$ cat src/rtl/ips2l_pcie_dma_pkg.sv
// rtl/ips2l_pcie_dma_pkg.sv - shared constants and helpers for the PCIe DMA RX write path
//
// Purpose: FSM state encodings, line geometry constants and the per-DW
//          byte-enable builder used by the CplD-to-BAR-RAM write path.
// Ports:   none (package).

package ips2l_pcie_dma_pkg;

  localparam logic [1:0] ST_IDLE  = 2'd0;
  localparam logic [1:0] ST_DATA  = 2'd1;
  localparam logic [1:0] ST_FLUSH = 2'd2;

  localparam int DW_PER_LINE = 4;
  localparam int BE_W        = 16;

  // Byte enables for one packed beat. valid_mask is contiguous from lane 0.
  // first_be trims lane 0 and last_be trims the highest valid lane; callers
  // pass 4'hF when the beat holds neither the first nor the last payload DW.
  function automatic logic [BE_W-1:0] dw_be(input logic [3:0] valid_mask,
                                            input logic [3:0] first_be,
                                            input logic [3:0] last_be);
    logic [BE_W-1:0] be;
    logic [3:0]      b;
    be = '0;
    for (int i = 0; i < DW_PER_LINE; i++) begin
      b = 4'h0;
      if (valid_mask[i]) begin
        b = 4'hF;
        if (i == 0) b = b & first_be;
        if ((valid_mask >> (i + 1)) == 4'd0) b = b & last_be;
      end
      be[4*i +: 4] = b;
    end
    return be;
  endfunction

endpackage

$ cat src/rtl/ips2l_pcie_dma_rx_dw_align.sv
// rtl/ips2l_pcie_dma_rx_dw_align.sv - realigns packed payload DWs to the target DW offset
//
// Purpose: shifts a lane-0 packed beat up by the DW offset, filling the low
//          lanes from the previous beat (residue). A flush cycle emits the
//          residue lanes only.
// Ports:
//   clk, rst_n      clock, asynchronous active-low reset
//   i_clr           clear residue (new TLP)
//   i_load          capture current beat as residue (beat accepted)
//   i_beat_data     packed beat, DW0 in bits [31:0]
//   i_beat_vmask    valid DW lanes of the beat
//   i_first_be      byte enables applied to lane 0 of the beat
//   i_last_be       byte enables applied to the highest valid lane
//   i_off           target DW offset within the 128-bit line
//   i_first         first write of the TLP: lanes below the offset disabled
//   i_flush         residue-only write
//   o_data, o_be    aligned line data and byte enables

module ips2l_pcie_dma_rx_dw_align
  import ips2l_pcie_dma_pkg::*;
(
  input  logic            clk,
  input  logic            rst_n,
  input  logic            i_clr,
  input  logic            i_load,
  input  logic [127:0]    i_beat_data,
  input  logic [3:0]      i_beat_vmask,
  input  logic [3:0]      i_first_be,
  input  logic [3:0]      i_last_be,
  input  logic [1:0]      i_off,
  input  logic            i_first,
  input  logic            i_flush,
  output logic [127:0]    o_data,
  output logic [BE_W-1:0] o_be
);

  logic [BE_W-1:0] w_beat_be;
  logic [127:0]    r_res_data;
  logic [BE_W-1:0] r_res_be;
  logic [1:0]      w_src;

  assign w_beat_be = dw_be(i_beat_vmask, i_first_be, i_last_be);

  // The whole beat is kept; only lanes 4-off..3 are ever read back.
  // Invalid lanes carry zero enables, so a short final beat cannot leak.
  always_ff @(posedge clk or negedge rst_n) begin
    if (!rst_n) begin
      r_res_data <= '0;
      r_res_be   <= '0;
    end else if (i_clr) begin
      r_res_data <= '0;
      r_res_be   <= '0;
    end else if (i_load) begin
      r_res_data <= i_beat_data;
      r_res_be   <= w_beat_be;
    end
  end

  // Output lane j takes source lane (j - off) mod 4: from the current beat
  // when j >= off, otherwise from the residue of the previous beat.
  always_comb begin
    o_data = '0;
    o_be   = '0;
    w_src  = '0;
    for (int j = 0; j < DW_PER_LINE; j++) begin
      w_src = 2'(j) - i_off;
      if (2'(j) >= i_off) begin
        if (!i_flush) begin
          o_data[32*j +: 32] = i_beat_data[32*w_src +: 32];
          o_be[4*j +: 4]     = w_beat_be[4*w_src +: 4];
        end
      end else if (!i_first) begin
        o_data[32*j +: 32] = r_res_data[32*w_src +: 32];
        o_be[4*j +: 4]     = r_res_be[4*w_src +: 4];
      end
    end
  end

endmodule

$ cat src/rtl/ips2l_pcie_dma_rx_cpld_wr_ctrl.sv
// rtl/ips2l_pcie_dma_rx_cpld_wr_ctrl.sv - writes CplD payload beats into the 128-bit BAR RAM
//
// Purpose: per-TLP FSM (IDLE/DATA/FLUSH), DW countdown, line address
//          generation and registered RAM write port.
// Ports:
//   clk, rst_n                          clock, asynchronous active-low reset
//   i_cpld_start/length/dw_addr         TLP descriptor (length 0 = 1024 DW)
//   i_first_be, i_last_be               first/last DW byte enables
//   i_cpld_valid/data/last, o_cpld_ready payload beat handshake
//   o_ram_wr_en/addr/data/be            BAR RAM write port (registered)
//   o_wr_busy, o_wr_done, o_len_err     status

module ips2l_pcie_dma_rx_cpld_wr_ctrl
  import ips2l_pcie_dma_pkg::*;
#(
  parameter int ADDR_WIDTH = 9
) (
  input  logic                  clk,
  input  logic                  rst_n,
  input  logic                  i_cpld_start,
  input  logic [9:0]            i_cpld_length,
  input  logic [ADDR_WIDTH+1:0] i_cpld_dw_addr,
  input  logic [3:0]            i_first_be,
  input  logic [3:0]            i_last_be,
  input  logic                  i_cpld_valid,
  input  logic [127:0]          i_cpld_data,
  input  logic                  i_cpld_last,
  output logic                  o_cpld_ready,
  output logic                  o_ram_wr_en,
  output logic [ADDR_WIDTH-1:0] o_ram_wr_addr,
  output logic [127:0]          o_ram_wr_data,
  output logic [BE_W-1:0]       o_ram_wr_be,
  output logic                  o_wr_busy,
  output logic                  o_wr_done,
  output logic                  o_len_err
);

  logic [1:0]            r_state;
  logic [10:0]           r_remain;
  logic [ADDR_WIDTH-1:0] r_line;
  logic [1:0]            r_off;
  logic [3:0]            r_first_be;
  logic [3:0]            r_last_be;
  logic                  r_single;
  logic                  r_first;
  logic                  r_need_flush;
  logic                  r_busy;
  logic                  r_wr_en;
  logic [ADDR_WIDTH-1:0] r_wr_addr;
  logic [127:0]          r_wr_data;
  logic [BE_W-1:0]       r_wr_be;
  logic                  r_wr_done;
  logic                  r_len_err;

  logic            w_start_acc;
  logic [10:0]     w_start_len;
  logic [1:0]      w_tail;
  logic            w_need_flush;
  logic            w_accept;
  logic            w_expect_last;
  logic            w_len_bad;
  logic [2:0]      w_n;
  logic [3:0]      w_vmask;
  logic [127:0]    w_al_data;
  logic [BE_W-1:0] w_al_be;

  assign w_start_acc = (r_state == ST_IDLE) && i_cpld_start;
  assign w_start_len = (i_cpld_length == 10'd0) ? 11'd1024 : {1'b0, i_cpld_length};

  // One extra line is needed when offset plus the DWs in the final beat
  // spill past lane 3: off + ((L-1) mod 4) >= 4.
  assign w_tail       = w_start_len[1:0] - 2'd1;
  assign w_need_flush = ({1'b0, i_cpld_dw_addr[1:0]} + {1'b0, w_tail}) >= 3'd4;

  assign w_accept      = (r_state == ST_DATA) && i_cpld_valid;
  assign w_expect_last = (r_remain <= 11'd4);
  assign w_len_bad     = w_accept && (i_cpld_last != w_expect_last);
  assign w_n           = (r_remain >= 11'd4) ? 3'd4 : r_remain[2:0];

  always_comb begin
    w_vmask = '0;
    for (int i = 0; i < DW_PER_LINE; i++) begin
      w_vmask[i] = (3'(i) < w_n);
    end
  end

  ips2l_pcie_dma_rx_dw_align u_align (
    .clk          (clk),
    .rst_n        (rst_n),
    .i_clr        (w_start_acc),
    .i_load       (w_accept && !w_len_bad),
    .i_beat_data  (i_cpld_data),
    .i_beat_vmask (w_vmask),
    .i_first_be   (r_first ? r_first_be : 4'hF),
    .i_last_be    ((w_expect_last && !r_single) ? r_last_be : 4'hF),
    .i_off        (r_off),
    .i_first      (r_first),
    .i_flush      (r_state == ST_FLUSH),
    .o_data       (w_al_data),
    .o_be         (w_al_be)
  );

  always_ff @(posedge clk or negedge rst_n) begin
    if (!rst_n) begin
      r_state      <= ST_IDLE;
      r_remain     <= '0;
      r_line       <= '0;
      r_off        <= '0;
      r_first_be   <= '0;
      r_last_be    <= '0;
      r_single     <= 1'b0;
      r_first      <= 1'b0;
      r_need_flush <= 1'b0;
      r_busy       <= 1'b0;
      r_wr_en      <= 1'b0;
      r_wr_addr    <= '0;
      r_wr_data    <= '0;
      r_wr_be      <= '0;
      r_wr_done    <= 1'b0;
      r_len_err    <= 1'b0;
    end else begin
      r_wr_en   <= 1'b0;
      r_wr_done <= 1'b0;
      r_len_err <= 1'b0;

      // Busy falls one cycle after the done pulse, or with the error pulse.
      if (w_start_acc)                  r_busy <= 1'b1;
      else if (r_wr_done || w_len_bad)  r_busy <= 1'b0;

      case (r_state)
        ST_IDLE: begin
          if (i_cpld_start) begin
            r_line       <= i_cpld_dw_addr[ADDR_WIDTH+1:2];
            r_off        <= i_cpld_dw_addr[1:0];
            r_remain     <= w_start_len;
            r_first_be   <= i_first_be;
            r_last_be    <= i_last_be;
            r_single     <= (w_start_len == 11'd1);
            r_need_flush <= w_need_flush;
            r_first      <= 1'b1;
            r_state      <= ST_DATA;
          end
        end
        ST_DATA: begin
          if (w_accept) begin
            if (w_len_bad) begin
              r_len_err <= 1'b1;
              r_state   <= ST_IDLE;
            end else begin
              r_wr_en   <= 1'b1;
              r_wr_addr <= r_line;
              r_wr_data <= w_al_data;
              r_wr_be   <= w_al_be;
              r_line    <= r_line + 1'b1;
              r_first   <= 1'b0;
              r_remain  <= r_remain - {8'd0, w_n};
              if (w_expect_last) begin
                if (r_need_flush) begin
                  r_state <= ST_FLUSH;
                end else begin
                  r_wr_done <= 1'b1;
                  r_state   <= ST_IDLE;
                end
              end
            end
          end
        end
        ST_FLUSH: begin
          r_wr_en   <= 1'b1;
          r_wr_addr <= r_line;
          r_wr_data <= w_al_data;
          r_wr_be   <= w_al_be;
          r_wr_done <= 1'b1;
          r_state   <= ST_IDLE;
        end
        default: r_state <= ST_IDLE;
      endcase
    end
  end

  assign o_cpld_ready  = (r_state == ST_DATA);
  assign o_ram_wr_en   = r_wr_en;
  assign o_ram_wr_addr = r_wr_addr;
  assign o_ram_wr_data = r_wr_data;
  assign o_ram_wr_be   = r_wr_be;
  assign o_wr_busy     = r_busy;
  assign o_wr_done     = r_wr_done;
  assign o_len_err     = r_len_err;

endmodule

$ cat config.mk
export PLATFORM = sky130hd
export DESIGN_NAME = ips2l_pcie_dma_rx_cpld_wr_ctrl
export DESIGN_NICKNAME = d
export VERILOG_FILES = /design/src/rtl/ips2l_pcie_dma_pkg.sv /design/src/rtl/ips2l_pcie_dma_rx_dw_align.sv /design/src/rtl/ips2l_pcie_dma_rx_cpld_wr_ctrl.sv
export SDC_FILE = /design/constraint.sdc
export NUM_CORES = 1
export LEC_CHECK = 0
export BUFFER_PORTS_ARGS = -buffer_cell sky130_fd_sc_hd__buf_2
export CORE_MARGIN = 3
export CORE_UTILIZATION = 45
export CTS_CLUSTER_SIZE = 14
export DETAILED_ROUTE_END_ITERATION = 10
export PLACE_DENSITY = 0.66
export SYNTH_ARGS = -nofsm -noshare
export SYNTH_HDL_FRONTEND = slang
export SYNTH_SLANG_ARGS = --single-unit
$ cat constraint.sdc
create_clock -name clk -period 8.9 [get_ports clk]
set_input_delay 0.445 -clock clk [delete_from_list [all_inputs] [get_ports clk]]
set_output_delay 0.445 -clock clk [all_outputs]
set_load 0.05 [all_outputs]
==> run metrics, run 1 <==
first-pass GRT wire length=approximately 100 mm; Starting Density=between 40% and 50%; Slew Limit Fails=0; drt first pass iters=7; yosys warns=0; Final Hold Fails=0; row count=slightly below 80; die area=a little under 50000 um^2; DRT met1 WL=~26 mm; DPL Wire Length=41.4 mm; Peak Freq=around 230 MHz; CTS Buffer Depth=3; metal3 WL=5.49 mm; Max VDD drop=around 0.27 mV; Num CTS Buffers=between 40 and 50; routability cong.=between 0.8 and 0.9; # setup viols final=0; largest area contributor in the netlist=dfrtp_1; post-route setup TNS=0 ns; Nets=2347; post-route ant nets=0; share of layout cells above drive strength 1=a little under a third; Hold WC Path Type=primary input to flop; Post-synth ARST share=100%; Synth top area share=between 40% and 50%; crit path launch type=flop; Final Hold Slack=between 0.07 and 0.08 ns; htree depth=2; Final Skew=0.0135 ns; worst slew pin tran=roughly 1.2 ns; worst reg2reg endpoint=o_ram_wr_data[43]; syn_nets=between 2k and 2.5k; Root Buffer=clkbuf_16; Seq/Total Area, Yosys=roughly 41%; Crit. End Element=flop; Max Fanout on Critical Path=a little over 70; multi-input logic area=between 10000 and 15000 um^2; status=finished, final reports clean; TritonCTS Sinks=roughly 340; initial drt markers=approximately 1.9k; DR vias=17.9k; RSZ-0062 raised after global routing=no; relative slew slack=23.3%; Die H=roughly 220 um; post-cts sizing count=0; crit path time final=4.37 ns; Clock Latency Late Sink=around 0.56 ns; drt via density=6.38; crit path kind=flop to flop; period utilisation layout=roughly 49%; Core Footprint=about 45000 um^2; Worst R2R Start=r_remain[3]; Avg WL per Cell=~23 um; final WL=between 60 and 70 mm; Worst EP required=about 9.4 ns; CTS tree=built; top sig layer=met5; GRT Util Overall=26.3%; Top Ports=320; max cap viols=0; grt total ovfl=0; Port Buffer Count=319; Post-route DRC=0; Die Wd=221 um; synth top area cells=dfrtp_1 41%, mux4_2 25%, nand2_1 7.3%, nor2_1 4.4%, a221oi_1 4.1%; initial antenna violation count=10; crit path from=r_remain[3]; Layout Area Growth over Synthesis=15.4%; #FFs+latches synth=between 300 and 400; Mean Syn Cell Area=roughly 11 um^2; Synth Flop Type=dfrtp_1; power density cells=~410 nW/um^2; metal2 WL=31.5 mm; Synth Cell Area=20700 um^2; vias in the first global route=between 15k and 20k; postcts setup bufs=0; largest net degree at the start of global routing=142; Distinct cells, synth=67; Clock Pin Slew Worst Setup and Hold Paths=0.06 ns; Lkg Pwr=9.89 nW; register area=around 8400 um^2; Post-synth EDFFs=0; synthesized instance count=1969; worst setup path endpoint=o_ram_wr_data[43]; R2R setup slack=4.53 ns; layout filler cell count=4109; Critical Path AT=about 4.9 ns; R2R cell count=7
## layout by cell type, fill, tap and decap left out, types with 10 or more instances in the layout
cell	synthesis	layout
clkbuf_16	0	43
buf_2	38	318
nand3_1	15	14
buf_4	16	27
o21ai_0	36	36
ha_1	12	10
nand4_1	10	10
mux4_2	232	232
nand3b_1	29	29
a21oi_1	158	157
nor2_1	243	241
dfrtp_1	336	334
clkbuf_1	121	11
clkbuf_8	0	10
mux2i_1	10	10
nor3_1	26	24
a221oi_1	97	97
inv_1	17	17
nand2_1	401	401
nand2b_1	11	11
a31oi_1	12	12
## routing by layer
layer | vias up | global-route usage [%]
li1 | 7797 | -
met1 | 9063 | 36.4
met4 | 12 | 9.47
met3 | 129 | 4.90
met5 | - | 0
met2 | 908 | 41.8
## worst max-delay path, stage by stage (launching register included)
cell and delay (ns):
dfrtp_1 0.44, or4_1 0.69, or4_1 0.79, a31oi_4 0.54, buf_4 0.79, buf_4 0.69, a221oi_1 0.12, nor2_1 0.14
## Yosys cell counts (all sizes together) (4+ instances only)
cell,count
nor2b,7
mux4,232
o311ai,4
nor2,243
and2,6
o21a,4
o41ai,4
or3,6
nand3,15
a221oi,97
nand3b,29
buf,66
a31oi,14
a22o,5
a41oi,4
nor4,8
nand4,10
clkbuf,121
a21oi,158
ha,12
o211ai,5
mux2i,10
o32a,5
o21ai,38
nand2,401
or2,4
o31ai,4
dfrtp,336
nor3,26
nand2b,11
inv,17
o211a,4
a311oi,8
a22oi,8
## logic make-up (layout without fill, tap and decap cells)
group	count (synthesis)	in the layout	synth area share [%]
other	2	7	0.0362
AND/OR/NAND/NOR	776	776	15.6
XOR/XNOR	1	1	0.0423
AO/OA/AOI/OAI	394	394	13.0
adder cells (fa/ha/maj)	12	12	0.724
flip-flops	336	336	40.6
multiplexers	243	243	25.7
buffers and inverters	205	440	4.23
## power breakdown
group	switching, W	internal [W]	total [W]
Sequential	0.000588	0.00215	0.00273
Clock	0.000675	0.000967	0.00164
Combinational	0.00348	0.00202	0.00551
Total	0.00475	0.00514	0.00988
## what timing repair did
action                                 4_1_cts  5_1_grt
setup endpoints to repair                    0        0
hold buffers                                 1        0
endpoints found under the hold margin       67        0
## through the flow
step	std cells	util, %	setup slack [ns]	instance area, um^2	power (W)
final	2809	52.6	4.53	23900	0.00988
after global routing	2808	52.6	4.27	23900	0.0105
after CTS	2804	52.6	4.56	23900	0.00992
after detailed placement	2729	49.7	4.57	22600	0.00824
after global placement	2729	49.7	4.67	22600	0.00815
after floorplan	1969	-	5.59	20700	0.00686
## flip-flops by register name, summed over array words and instances (netlist names)
signal / count
r_remain: 11
r_first: 1
r_need_flush: 1
r_single: 1
r_line: 9
r_off: 2
o_ram_wr_be: 16
r_last_be: 4
o_ram_wr_data: 128
o_len_err: 1
r_state: 2
u_align.r_res_data: 128
o_ram_wr_addr: 9
o_wr_done: 1
r_first_be: 4
o_wr_busy: 1
o_ram_wr_en: 1
u_align.r_res_be: 16
## cell type report
cell class / instances / share of cell area [%]
timing repair buffer: 348 / 7.69
antenna: 5 / 0.0523
clock inverter: 10 / 0.235
clock buffer: 64 / 5.24
multi-input combinational: 1428 / 48.2
sequential: 336 / 35.2
inverter: 18 / 0.282
tap: 600 / 3.14
## worst min-delay path by stage
stage             startpoint                endpoint  slack, ns  cells past startpoint
2_1_floorplan          rst_n               o_len_err       0.15                      0
3_3_place_gp           rst_n      o_ram_wr_data[113]       0.45                      1
3_5_place_dp           rst_n  u_align.r_res_data[52]       0.45                      1
4_1_cts        i_first_be[0]           r_first_be[0]       0.05                      3
5_1_grt        i_first_be[0]           r_first_be[0]       0.07                      3
6_report       i_first_be[0]           r_first_be[0]       0.07                      3
Power figures use the tool's default switching activity.
==> run 2, diff against run 1 <==
--- a/config.mk
+++ b/config.mk
@@ -10,7 +10,7 @@
 export CORE_UTILIZATION = 45
 export CTS_CLUSTER_SIZE = 14
 export DETAILED_ROUTE_END_ITERATION = 10
-export PLACE_DENSITY = 0.66
+export PLACE_DENSITY = 0.68
 export SYNTH_ARGS = -nofsm -noshare
 export SYNTH_HDL_FRONTEND = slang
 export SYNTH_SLANG_ARGS = --single-unit
==> constraint.sdc (replaced) <==
create_clock -name clk -period 3.8 [get_ports clk]
set_input_delay 0.19 -clock clk [delete_from_list [all_inputs] [get_ports clk]]
set_output_delay 0.19 -clock clk [all_outputs]
set_load 0.05 [all_outputs]
==> run 2 against run 1 <==
  * Clock-buffer cell count rose by 6
  * Clock power grew 140%
  * Die area did not move
  * Sequential power up 130%
  * Core utilization is 4.0 points higher
  * Highest routed layer is now met4
==> run metrics, run 2 (same netlist as run 1, synthesis figures left out) <==
status=finished, final reports clean; DR vias=about 19k; non-filler instance count after layout=2974; layout filler cell count=just under 4k; Lkg Pwr=10.7 nW; drt first pass iters=6; initial antenna violation count=1; Num CTS Buffers=42; R2R setup slack=0.68 ns; Hold WC Path Type=primary input to flop; # setup viols final=0; worst reg2reg endpoint=o_ram_wr_data[83]; Layout Area Growth over Synthesis=24.3%; drt via density=about 6.3; period utilisation layout=approximately four fifths; routability cong.=between 0.8 and 0.9; final WL=around 68 mm; Clock Latency Late Sink=0.58 ns; Nets=around 2.5k; Avg WL per Cell=approximately 23 um; hold path start=i_cpld_length[3]; vias in the first global route=about 19k; initial drt markers=just under 2k; power density cells=slightly above 900 nW/um^2; Critical Path AT=~3.6 ns; CTS Buffer Depth=3; htree depth=2; Worst EP required=~4.2 ns; Final Hold Fails=0; GRT Util Overall=about 28%; crit path kind=flop to flop; Clock Pin Slew Worst Setup and Hold Paths=0.06 ns; hold path endpoint=r_single; Port Buffer Count=~320; largest net degree at the start of global routing=roughly 110; most frequent cells in the layout=401 x nand2_1, 334 x dfrtp_1, 318 x buf_2; Core Footprint=45500 um^2; Worst R2R Start=r_remain[3]; Post-route DRC=0; crit path time final=around 3.1 ns; CTS tree=built; Top Ports=320; die area=about 49000 um^2; Root Buffer=clkbuf_16; share of layout cells above drive strength 1=between 20% and 30%; relative slew slack=just over 30%; Final Skew=between 0.03 and 0.04 ns; Slew Limit Fails=0; post-route setup TNS=0 ns; Starting Density=about 46%; cell total after placement=approximately 2.7k; RSZ-0062 raised after global routing=no; Die Wd=about 220 um; commonest non-fill, non-tap cell in the layout=nand2_1; crit path launch type=flop; max cap viols=0; Max Fanout on Critical Path=a little over 60; worst slew pin tran=1.03 ns; R2R cell count=6; Crit. End Element=flop; first-pass GRT wire length=between 100 and 150 mm; grt total ovfl=0; TritonCTS Sinks=336; Max VDD drop=around 0.72 mV; Peak Freq=approximately 320 MHz; row count=between 70 and 80; DPL Wire Length=42.5 mm; Die H=roughly 220 um; hold path depth=4; post-route ant nets=0; total power=0.0236 W
## run 2: report_power, final
| part | switching [W] | leakage, nW | internal, W | total, W |
|---|---|---|---|---|
| registers | 0.00134 | 4.19 | 0.00503 | 0.00637 |
| clock network | 0.00160 | 0.653 | 0.00230 | 0.00390 |
| logic | 0.00834 | 5.83 | 0.00504 | 0.0134 |
| total | 0.0113 | 10.7 | 0.0124 | 0.0236 |
## run 2: per-stage QoR
stage          area, um^2  util [%]  worst slack, ns  hold slack, ns
5_1_grt             25800      56.7            0.556          0.0185
4_1_cts             25800      56.7            0.704         0.00198
3_3_place_gp        22900      50.4            0.816           0.346
3_5_place_dp        22900      50.4            0.709           0.344
2_1_floorplan       20700         -            0.487          -0.106
6_report            25800      56.7            0.685          0.0205
## run 2: layout make-up
| class | instances | area (um^2) | area share, % |
|---|---|---|---|
| diodes | 1 | 2.50 | 0.00971 |
| repair buffers | 516 | 3670 | 14.2 |
| well taps | 600 | 751 | 2.91 |
| inverters | 18 | 67.6 | 0.262 |
| flip-flops and latches | 336 | 8420 | 32.7 |
| clock buffers | 70 | 1290 | 4.99 |
| clock inverters | 5 | 43.8 | 0.170 |
| multi-input cells | 1428 | 11500 | 44.8 |
## run 2: worst max-delay path, cell delays in order, from the launching register on
cell and delay (ns):
dfrtp_1 0.44, or4_1 0.68, or4_1 0.78, a31o_4 0.43, buf_4 0.37, nor2_1 0.20
nor2_1 0.06
## run 2: what timing repair did
action                     in CTS  in global routing
hold endpoints to repair      257                  0
gates resized for setup         0                  0
setup endpoints to repair       0                  0
hold buffers                  152                  0
setup buffers                   0                  0
## run 2: how the worst max path moves through the flow
stage,start,end,slack (ns),depth (start not counted)
after floorplan,r_off[0],o_ram_wr_data[66],0.49,10
after CTS,r_remain[3],o_ram_wr_data[114],0.70,6
final,r_remain[3],o_ram_wr_data[83],0.68,6
after global routing,r_remain[3],o_ram_wr_data[114],0.56,6
after global placement,r_remain[3],o_ram_wr_data[112],0.82,6
after detailed placement,r_off[0],o_ram_wr_data[68],0.71,6
## run 2: per-layer routing
metal	share of wire [%]	up-vias	GRT usage (%)	wire length (um)
li1	-	8128	-	-
met4	3.6	0	10.1	2420
met1	38	9463	37.2	26100
met2	49	1061	44.6	33300
met5	0	-	0	0
met3	9.4	172	5.71	6440
